## src/rtl/booth_radix4_multiplier_if.sv

```systemverilog
// booth_radix4_multiplier_if: request/result bundle between a client and the radix-4 Booth multiplier
interface booth_radix4_multiplier_if #(parameter int WIDTH = 8);
  logic start;
  logic signed_mode;
  logic [WIDTH-1:0] y_in;
  logic [WIDTH-1:0] x_in;
  logic busy;
  logic done;
  logic [2*WIDTH-1:0] product;
  modport master(output start, signed_mode, y_in, x_in, input busy, done, product);
  modport slave(input start, signed_mode, y_in, x_in, output busy, done, product);
endinterface

```

## src/rtl/booth_radix4_multiplier.sv

```systemverilog
// booth_radix4_multiplier: sequential radix-4 Booth multiplier, two multiplier bits per cycle, signed or unsigned
module booth_radix4_multiplier #(parameter int WIDTH = 8) (
  input logic clk,
  input logic rst,
  booth_radix4_multiplier_if.slave bus
);
  localparam int EW = WIDTH + 2;
  localparam int AW = EW + 2;
  localparam int N = EW / 2;
  localparam int CW = $clog2(N + 1);
  typedef enum logic [1:0] {IDLE, ITER, DONE} state_t;
  state_t state;
  logic [AW-1:0] acc;
  logic [EW-1:0] xr, yr;
  logic xm1;
  logic [CW-1:0] cnt;
  logic [2:0] trip;
  logic neg, two, zero;
  logic [AW-1:0] ye, mag, sum;
  logic [AW+EW-1:0] pair;
  logic [EW-1:0] x_ext, y_ext;
  // two guard bits keep +/-2Y of the most negative multiplicand in range
  always_comb begin
    trip = {xr[1:0], xm1};
    neg = trip[2] & !(trip[1] & trip[0]);
    two = trip == 3'b011 || trip == 3'b100;
    zero = trip == 3'b000 || trip == 3'b111;
    ye = {{2{yr[EW-1]}}, yr};
    mag = zero ? '0 : two ? ye << 1 : ye;
    sum = acc + (neg ? ~mag : mag) + {{(AW-1){1'b0}}, neg};
    pair = $signed({sum, xr}) >>> 2;
    x_ext = bus.signed_mode ? {{2{bus.x_in[WIDTH-1]}}, bus.x_in} : {2'b00, bus.x_in};
    y_ext = bus.signed_mode ? {{2{bus.y_in[WIDTH-1]}}, bus.y_in} : {2'b00, bus.y_in};
  end
  always_ff @(posedge clk) begin
    if (rst) begin
      state <= IDLE;
      bus.busy <= 1'b0;
      bus.done <= 1'b0;
      bus.product <= '0;
      acc <= '0;
      xr <= '0;
      yr <= '0;
      xm1 <= 1'b0;
      cnt <= '0;
    end else begin
      case (state)
        ITER: begin
          acc <= pair[AW+EW-1:EW];
          xr <= pair[EW-1:0];
          xm1 <= xr[1];
          cnt <= cnt + CW'(1);
          if (cnt == CW'(N - 1)) begin
            state <= DONE;
            bus.busy <= 1'b0;
            bus.done <= 1'b1;
            bus.product <= pair[2*WIDTH-1:0];
          end
        end
        default: begin
          bus.done <= 1'b0;
          if (bus.start) begin
            state <= ITER;
            bus.busy <= 1'b1;
            acc <= '0;
            xr <= x_ext;
            yr <= y_ext;
            xm1 <= 1'b0;
            cnt <= '0;
          end else begin
            state <= IDLE;
          end
        end
      endcase
    end
  end
endmodule

```

## src/flat_wrapper.sv

```systemverilog
// flat-port wrapper written by rule: the top's interface ports become plain ports
module booth_radix4_multiplier_flat 
#(parameter int WIDTH = 8)
  (clk, rst, bus_start, bus_signed_mode, bus_y_in, bus_x_in, bus_busy, bus_done, bus_product);
  booth_radix4_multiplier_if #(.WIDTH(WIDTH)) bus_i ();
  input logic clk;
  input logic rst;
  input wire logic [$bits(bus_i.start)-1:0] bus_start;
  input wire logic [$bits(bus_i.signed_mode)-1:0] bus_signed_mode;
  input wire logic [$bits(bus_i.y_in)-1:0] bus_y_in;
  input wire logic [$bits(bus_i.x_in)-1:0] bus_x_in;
  output wire logic [$bits(bus_i.busy)-1:0] bus_busy;
  output wire logic [$bits(bus_i.done)-1:0] bus_done;
  output wire logic [$bits(bus_i.product)-1:0] bus_product;
  assign bus_i.start = bus_start;
  assign bus_i.signed_mode = bus_signed_mode;
  assign bus_i.y_in = bus_y_in;
  assign bus_i.x_in = bus_x_in;
  assign bus_busy = bus_i.busy;
  assign bus_done = bus_i.done;
  assign bus_product = bus_i.product;
  booth_radix4_multiplier #(.WIDTH(WIDTH)) u_core (.clk(clk), .rst(rst), .bus(bus_i));
endmodule
```

## config.mk

```make
export PLATFORM = sky130hd
export DESIGN_NAME = booth_radix4_multiplier_flat
export DESIGN_NICKNAME = d
export VERILOG_FILES = /design/src/rtl/booth_radix4_multiplier_if.sv /design/src/rtl/booth_radix4_multiplier.sv /design/src/flat_wrapper.sv
export SDC_FILE = /design/constraint.sdc
export NUM_CORES = 1
export LEC_CHECK = 0
export CAP_MARGIN = 5
export CORE_ASPECT_RATIO = 0.5
export CORE_UTILIZATION = 45
export CTS_CLUSTER_DIAMETER = 40
export DETAILED_ROUTE_END_ITERATION = 8
export PLACE_DENSITY = 0.68
export SYNTH_ARGS = -nofsm -noshare
export SYNTH_HDL_FRONTEND = slang
export SYNTH_SLANG_ARGS = --single-unit
```

## constraint.sdc

```tcl
create_clock -name clk -period 5.15 [get_ports clk]
set_input_delay 1.03 -clock clk [delete_from_list [all_inputs] [get_ports clk]]
set_output_delay 1.03 -clock clk [all_outputs]
set_load 0.02 [all_outputs]
```

# Yosys cells after proc, flatten, opt, wreduce, memory -nomap -nowiden
# Index checks and enable logic that the tools add are counted.
[totals]
wordCells = 50
register_bits = 56
out_inout_bits = 18
[classes]
n_eq_ne = 6
n_bitwise = 4
add_sub_neg = 3
muxes = 19
reduce_logical = 9
[op_table]
columns = ["op", "n"]
rows = [
  ["10-bit two-way mux", 5],
  ["12-bit two-way mux", 4],
  ["12-bit by 1-bit adder with 12-bit output", 1],
  ["12-bit adder", 1],
  ["12-bit NOT", 1],
  ["3-bit == test (second input constant)", 3],
  ["1-bit two-way mux", 6],
  ["3-bit two-way mux", 2],
  ["2-bit AND reduction", 3],
  ["2-bit two-way mux", 2],
  ["3-bit by 1-bit adder with 3-bit output (second input constant)", 1],
  ["3-bit by 2-bit == test with 1-bit output (second input constant)", 1],
  ["3-bit zero test", 1],
  ["1-bit bitwise AND", 2],
  ["2-bit by 1-bit == test with 1-bit output (second input constant)", 1],
  ["1-bit logical OR", 2],
  ["2-bit by 1-bit != test with 1-bit output (second input constant)", 1],
  ["2-bit nonzero test", 1],
  ["2-bit OR reduction", 1],
  ["1-bit zero test", 1],
  ["1-bit NOT", 1],
]

# Depth between registers and ports, before layout
[logic_depth]
depth_word = 9
ltp_mapped = 11
mapped_depth_nobuf = 10

# Worst setup path after synthesis
# Ideal clock, no wire load.
[synth_timing]
path_kind = "reg-to-reg"
from = "register u_core.xr[1]"
to = "register u_core.acc[7]"
setup_time_ns = 0.127
setup_slack_ns = 2.430
path_stages_with_launch = 12
t_arrival_ns = 2.593
required_ns = 5.023
n_path_buf = 3
cell_sequence = "dfxtp_1 -> buf_2 -> buf_1 -> xor2_1 -> a221o_1 -> ha_1 -> buf_2 -> a211oi_2 -> o211ai_1 -> a21o_1 -> and3_1 -> or3_1"
[synth_between]
elab_chain_len = 9
elab_cells_between_ends = 14
cone_classes = "add/sub (2); eq/ne (3); mux (4); bitwise (2); reduce/logical (3)"
[synth_rtl]
columns = ["element", "line_no", "source"]
rows = [
  ["start: declaration", "booth_radix4_multiplier.sv:14", "logic [EW-1:0] xr, yr;"],
  ["start signal: assignment", "booth_radix4_multiplier.sv:50", "xr <= pair[EW-1:0];"],
  ["start signal: assignment", "booth_radix4_multiplier.sv:66", "xr <= x_ext;"],
  ["3-bit by 2-bit == test with 1-bit output or 3-bit == test (tied branches)", "booth_radix4_multiplier.sv:26", "two = trip == 3'b011 || trip == 3'b100;"],
  ["1-bit logical OR", "booth_radix4_multiplier.sv:26", ""],
  ["10-bit two-way mux", "booth_radix4_multiplier.sv:29", "mag = zero ? '0 : two ? ye << 1 : ye;"],
  ["12-bit two-way mux", "booth_radix4_multiplier.sv:29", ""],
  ["12-bit NOT", "booth_radix4_multiplier.sv:30", "sum = acc + (neg ? ~mag : mag) + {{(AW-1){1'b0}}, neg};"],
  ["12-bit two-way mux", "booth_radix4_multiplier.sv:30", ""],
  ["12-bit adder", "booth_radix4_multiplier.sv:30", ""],
  ["12-bit by 1-bit adder with 12-bit output *", "booth_radix4_multiplier.sv:30", ""],
  ["12-bit two-way mux *", "booth_radix4_multiplier.sv:47", "case (state)"],
  ["end signal: assignment", "booth_radix4_multiplier.sv:49", "acc <= pair[AW+EW-1:EW];"],
  ["end: declaration", "booth_radix4_multiplier.sv:13", "logic [AW-1:0] acc;"],
]
# Mark *: on every way between the ends. The rest lies on a longest branch, timed or not.
# A chain may end at the register's enable or synchronous reset.

==> results by stage <==
Run status:
- The run finished with clean final reports.

Timing:
- The measured slew at the worst slew-check pin is 991 ps.
- The worst pin sits at a relative slew slack of 0.337.
- Setup slack closes at 1780 ps.
- The number of endpoints with negative hold slack in the final report is 0.
- The final sum of negative setup slack is 0 ps.
- After layout, the minimum clock period comes to 3370 ps.
- Setup violations remaining at the end of the flow were counted as 0.
- Setup repair after global routing left no endpoint under its margin.
- The total count of max-transition violations in the final report came to 0.
- The highest attainable clock frequency is 297 MHz.
- The share of the clock period used by the worst path after layout is 0.654.
- The maximum clock skew at final layout is 7.06 ps.

Setup path:
- The kind of cell adding the most delay to the critical path is simple AND/OR/NAND/NOR gates.
- The startpoint type of the worst setup path is a primary input.
- For the worst setup path, the data required time is 5370 ps.
- The delay of the slowest cell on the worst path is 880 ps.
- For the worst setup path, the data arrival time is 3590 ps.
- Of all nets on the critical path, the largest fanout is 25.
- The critical path goes through clkdlybuf4s50_1 > nor2_2 > and3_1 > a32o_1.
- Counting both buffers and inverters, the worst setup path holds a total of 1.
- For this design, the slowest cell found on the critical path is clkdlybuf4s50_1.
- The critical path capture point type is a flop.
- The worst setup path is of the primary input to flop kind.

Global route:
- Entering global routing, the biggest net connects 26 pins.
- In the global route stage, overall resource usage came out at 0.220.
- The first-pass GRT wire length is 10.5 mm.
- The number of antenna violations at the first check in global routing is 0.
- The total grt overflow is 0.
- The via count of the first global-routing pass came to 2180.

Floorplanning:
- The placeable core region is 5520 sq um.
- The floorplan step set the die height to 55.8 um.
- The initial standard-cell utilization of the core is 0.471.
- The number of placed I/O pins is 38.
- The site row count is 19.
- The area of the die is 6100 sq um.
- The x dimension of the die is 109 um.

Clock tree:
- The H-tree level count is 2.
- In this run the deepest clock path goes through 2 buffers.
- Clock tree synthesis found a total of 53 sinks.
- The clock reaches the later pin of the worst-skew pair after 290 ps.
- The tree is rooted in a clkbuf_16.
- TritonCTS created 5 clock buffers.
- The post-CTS setup buffer count is 0.
- Once the clock tree was built, the resizer swapped 0 gates to a different size.
- Clock-pin slew was measured on the worst setup and hold paths at 70 ps.
- The CTS tree is built.
- The count of hold buffers inserted by post-cts repair is 0.

Logic synthesis:
- The area share of fa/ha/maj cells after synthesis is 0.0654.
- The net count after synthesis is 321.
- The share of synthesized cell area in and, or, nand and nor gates is 0.142.
- The synthesized design contains 53 register bits.
- During synthesis, Yosys emitted a total of 0 warnings.
- The dominant combinational cell family by area after synthesis is compound AO/OA/AOI/OAI gates.
- Of the post-synthesis cell area, the dominant cell type holds 0.408.
- The cell type with the highest aggregate area in the netlist is dfxtp_1.
- The fraction of the mapped netlist area in compound gates is 0.260.
- For this run, the leading register cell type out of synthesis is dfxtp_1.
- The cell area after technology mapping is 2600 sq um.
- By area the synthesized netlist is led by dfxtp_1 (41%), a22o_1 (7.4%), ha_1 (5.8%).
- The post-synthesis sequential area ratio is 0.408.
- Counting flops with a built-in enable in the synthesized netlist gives 0.
- After synthesis, the mean cell area works out to 9.03 sq um.
- After technology mapping, the gate count stands at 288.
- Of the total synthesized cell area, the portion taken by XOR and XNOR cells is 0.0602.
- The mux share of post-synthesis cell area is 0.0308.
- For this run, asynchronously set or reset flops after synthesis account for 0.
- The post-synthesis cell type count is 41.

Routing:
- Detailed routing inserted a total of 2240 vias.
- The first detailed-routing pass ran for 4 iterations.
- The wire length per cell after detailed routing is 15.9 um.
- The first routing iteration left 90 violations.
- For this run, design rule violations remaining after detail routing come to 0.
- The routed wire length is 6.22 mm.
- In the routed layout, each cell is associated on average with a via count of 5.73.
- Once detail routing completed, the nets flagged for antenna violations numbered 0.

Power:
- The static power due to leakage is 1.31 nW.
- The highest ir drop seen on vdd is 0.184 mV.
- For this design the ratio of total power to cell area is 318 nW/um^2.

Placement:
- The final estimated routing congestion in global placement is 0.847.
- Input and output buffers added on the ports amount to 37.
- Timing analysis after detailed placement gives a worst setup slack of 1490 ps.
- The final HPWL from detailed placement is 4.48 mm.

Run:
- The count of max-cap constraint violations is 0.

Finish:
- The filler cells instantiated in the layout total 515.
- The layout net count is 350.
- Of the cells placed in the final design, the portion with a size suffix greater than 1 is 0.0440.
- The repair_antennas step left the layout with diodes totalling 0.
- The signed area change from the synthesized netlist to the final layout is 22.2%.

Hold path:
- The path class of the lowest-slack min-delay path is flop to flop.
## cell families after synthesis
family	Yosys count
xor+xnor	17
mux	8
fa+ha+maj	13
compound gates	91
simple gates	85
flops	53
buf+inv	21
## Yosys cell counts (all sizes together), types with 2 or more instances
cell type	number
dfxtp	53
nand2	32
nor2	31
a22o	22
a21oi	21
ha	12
xor2	12
a211oi	10
clkbuf	10
o21ai	10
a221o	8
mux2i	8
buf	6
inv	5
nand3	5
xnor2	5
a21o	4
nand2b	4
nand4	3
o211ai	3
o21a	3
a311oi	2
a32o	2
and2	2
and3	2
nor2b	2
nor3	2
## where the power goes
part           total, mW  internal [mW]  switching [mW]
Combinational      0.172         0.0743          0.0978
Clock              0.388          0.233           0.156
Sequential         0.451          0.429          0.0216
Total               1.01          0.737           0.275
## sequential cells by signal, summed over array words and instances (netlist names)
signal and cells:
u_core.bus.done 1, u_core.acc 10, u_core.xr 10, u_core.bus.busy 1, u_core.cnt 3, u_core.yr 9, u_core.state 2, u_core.xm1 1
u_core.bus.product 16
## path summary, 6_finish.rpt
path	from	to	slack [ps]	depth (start not counted)
hold / removal	u_core.acc[8]$_SDFFE_PP0P_	u_core.acc[8]$_SDFFE_PP0P_	480	2
hold reg to reg	u_core.acc[8]$_SDFFE_PP0P_	u_core.acc[8]$_SDFFE_PP0P_	480	2
setup / recovery	rst	u_core.bus.product[15]$_SDFFE_PP0P_	1780	4
setup reg to reg	u_core.xr[1]$_SDFFE_PP0P_	u_core.acc[8]$_SDFFE_PP0P_	1960	8
## metal layers
metal,global-route usage,share of wire,up-vias
li1,-,-,1109
met1,0.319,0.51,1068
met2,0.331,0.44,55
met3,0.0468,0.042,8
met4,0.0571,0.0088,0
met5,0,0,-
## cells in the final DEF (no fill, tap or decap), types with 2 or more instances in the layout
cell type | netlist | final
nor2_1 | 30 | 30
nor3_1 | 2 | 2
and3_1 | 2 | 2
nand2b_1 | 4 | 4
o211ai_1 | 3 | 3
a211oi_1 | 9 | 9
a311oi_1 | 2 | 2
xnor2_1 | 5 | 5
clkbuf_16 | 0 | 5
inv_1 | 5 | 5
nand3_1 | 5 | 5
a32o_1 | 2 | 2
a22o_1 | 22 | 22
a21o_1 | 4 | 4
a21oi_1 | 21 | 21
a221o_1 | 8 | 8
nand4_1 | 3 | 3
dfxtp_1 | 53 | 53
o21a_1 | 3 | 3
xor2_1 | 11 | 11
ha_1 | 12 | 12
nor2b_1 | 2 | 2
o21ai_0 | 10 | 10
clkdlybuf4s50_1 | 0 | 37
mux2i_1 | 8 | 8
nand2_1 | 32 | 32
## worst min-delay path, cell delays in order, from the launching register on
cell,delay (ps)
dfxtp_1,330
nand2_1,50
o21ai_0,60
## metrics by stage
stage	power (mW)	cells	cell area (sq um)	hold slack, ps	utilization
global route	1.05	391	3180	499	0.576
finish	1.01	391	3180	477	0.576
CTS	1.01	391	3180	474	0.576
floorplan	0.577	288	2600	432	-
detailed placement	0.630	383	3000	457	0.544
global placement	0.623	383	3000	445	0.544
## area by class of cell
| type | count | area [sq um] | area share |
|---|---|---|---|
| Clock inverter | 3 | 48.8 | 0.0154 |
| Clock buffer | 5 | 125 | 0.0394 |
| Sequential cell | 53 | 1060 | 0.334 |
| Inverter | 5 | 18.8 | 0.00591 |
| Tap cell | 73 | 91.3 | 0.0288 |
| Multi-Input combinational cell | 214 | 1450 | 0.458 |
| Timing Repair Buffer | 38 | 378 | 0.119 |
Note: power is estimated with default switching activity, not from simulation.
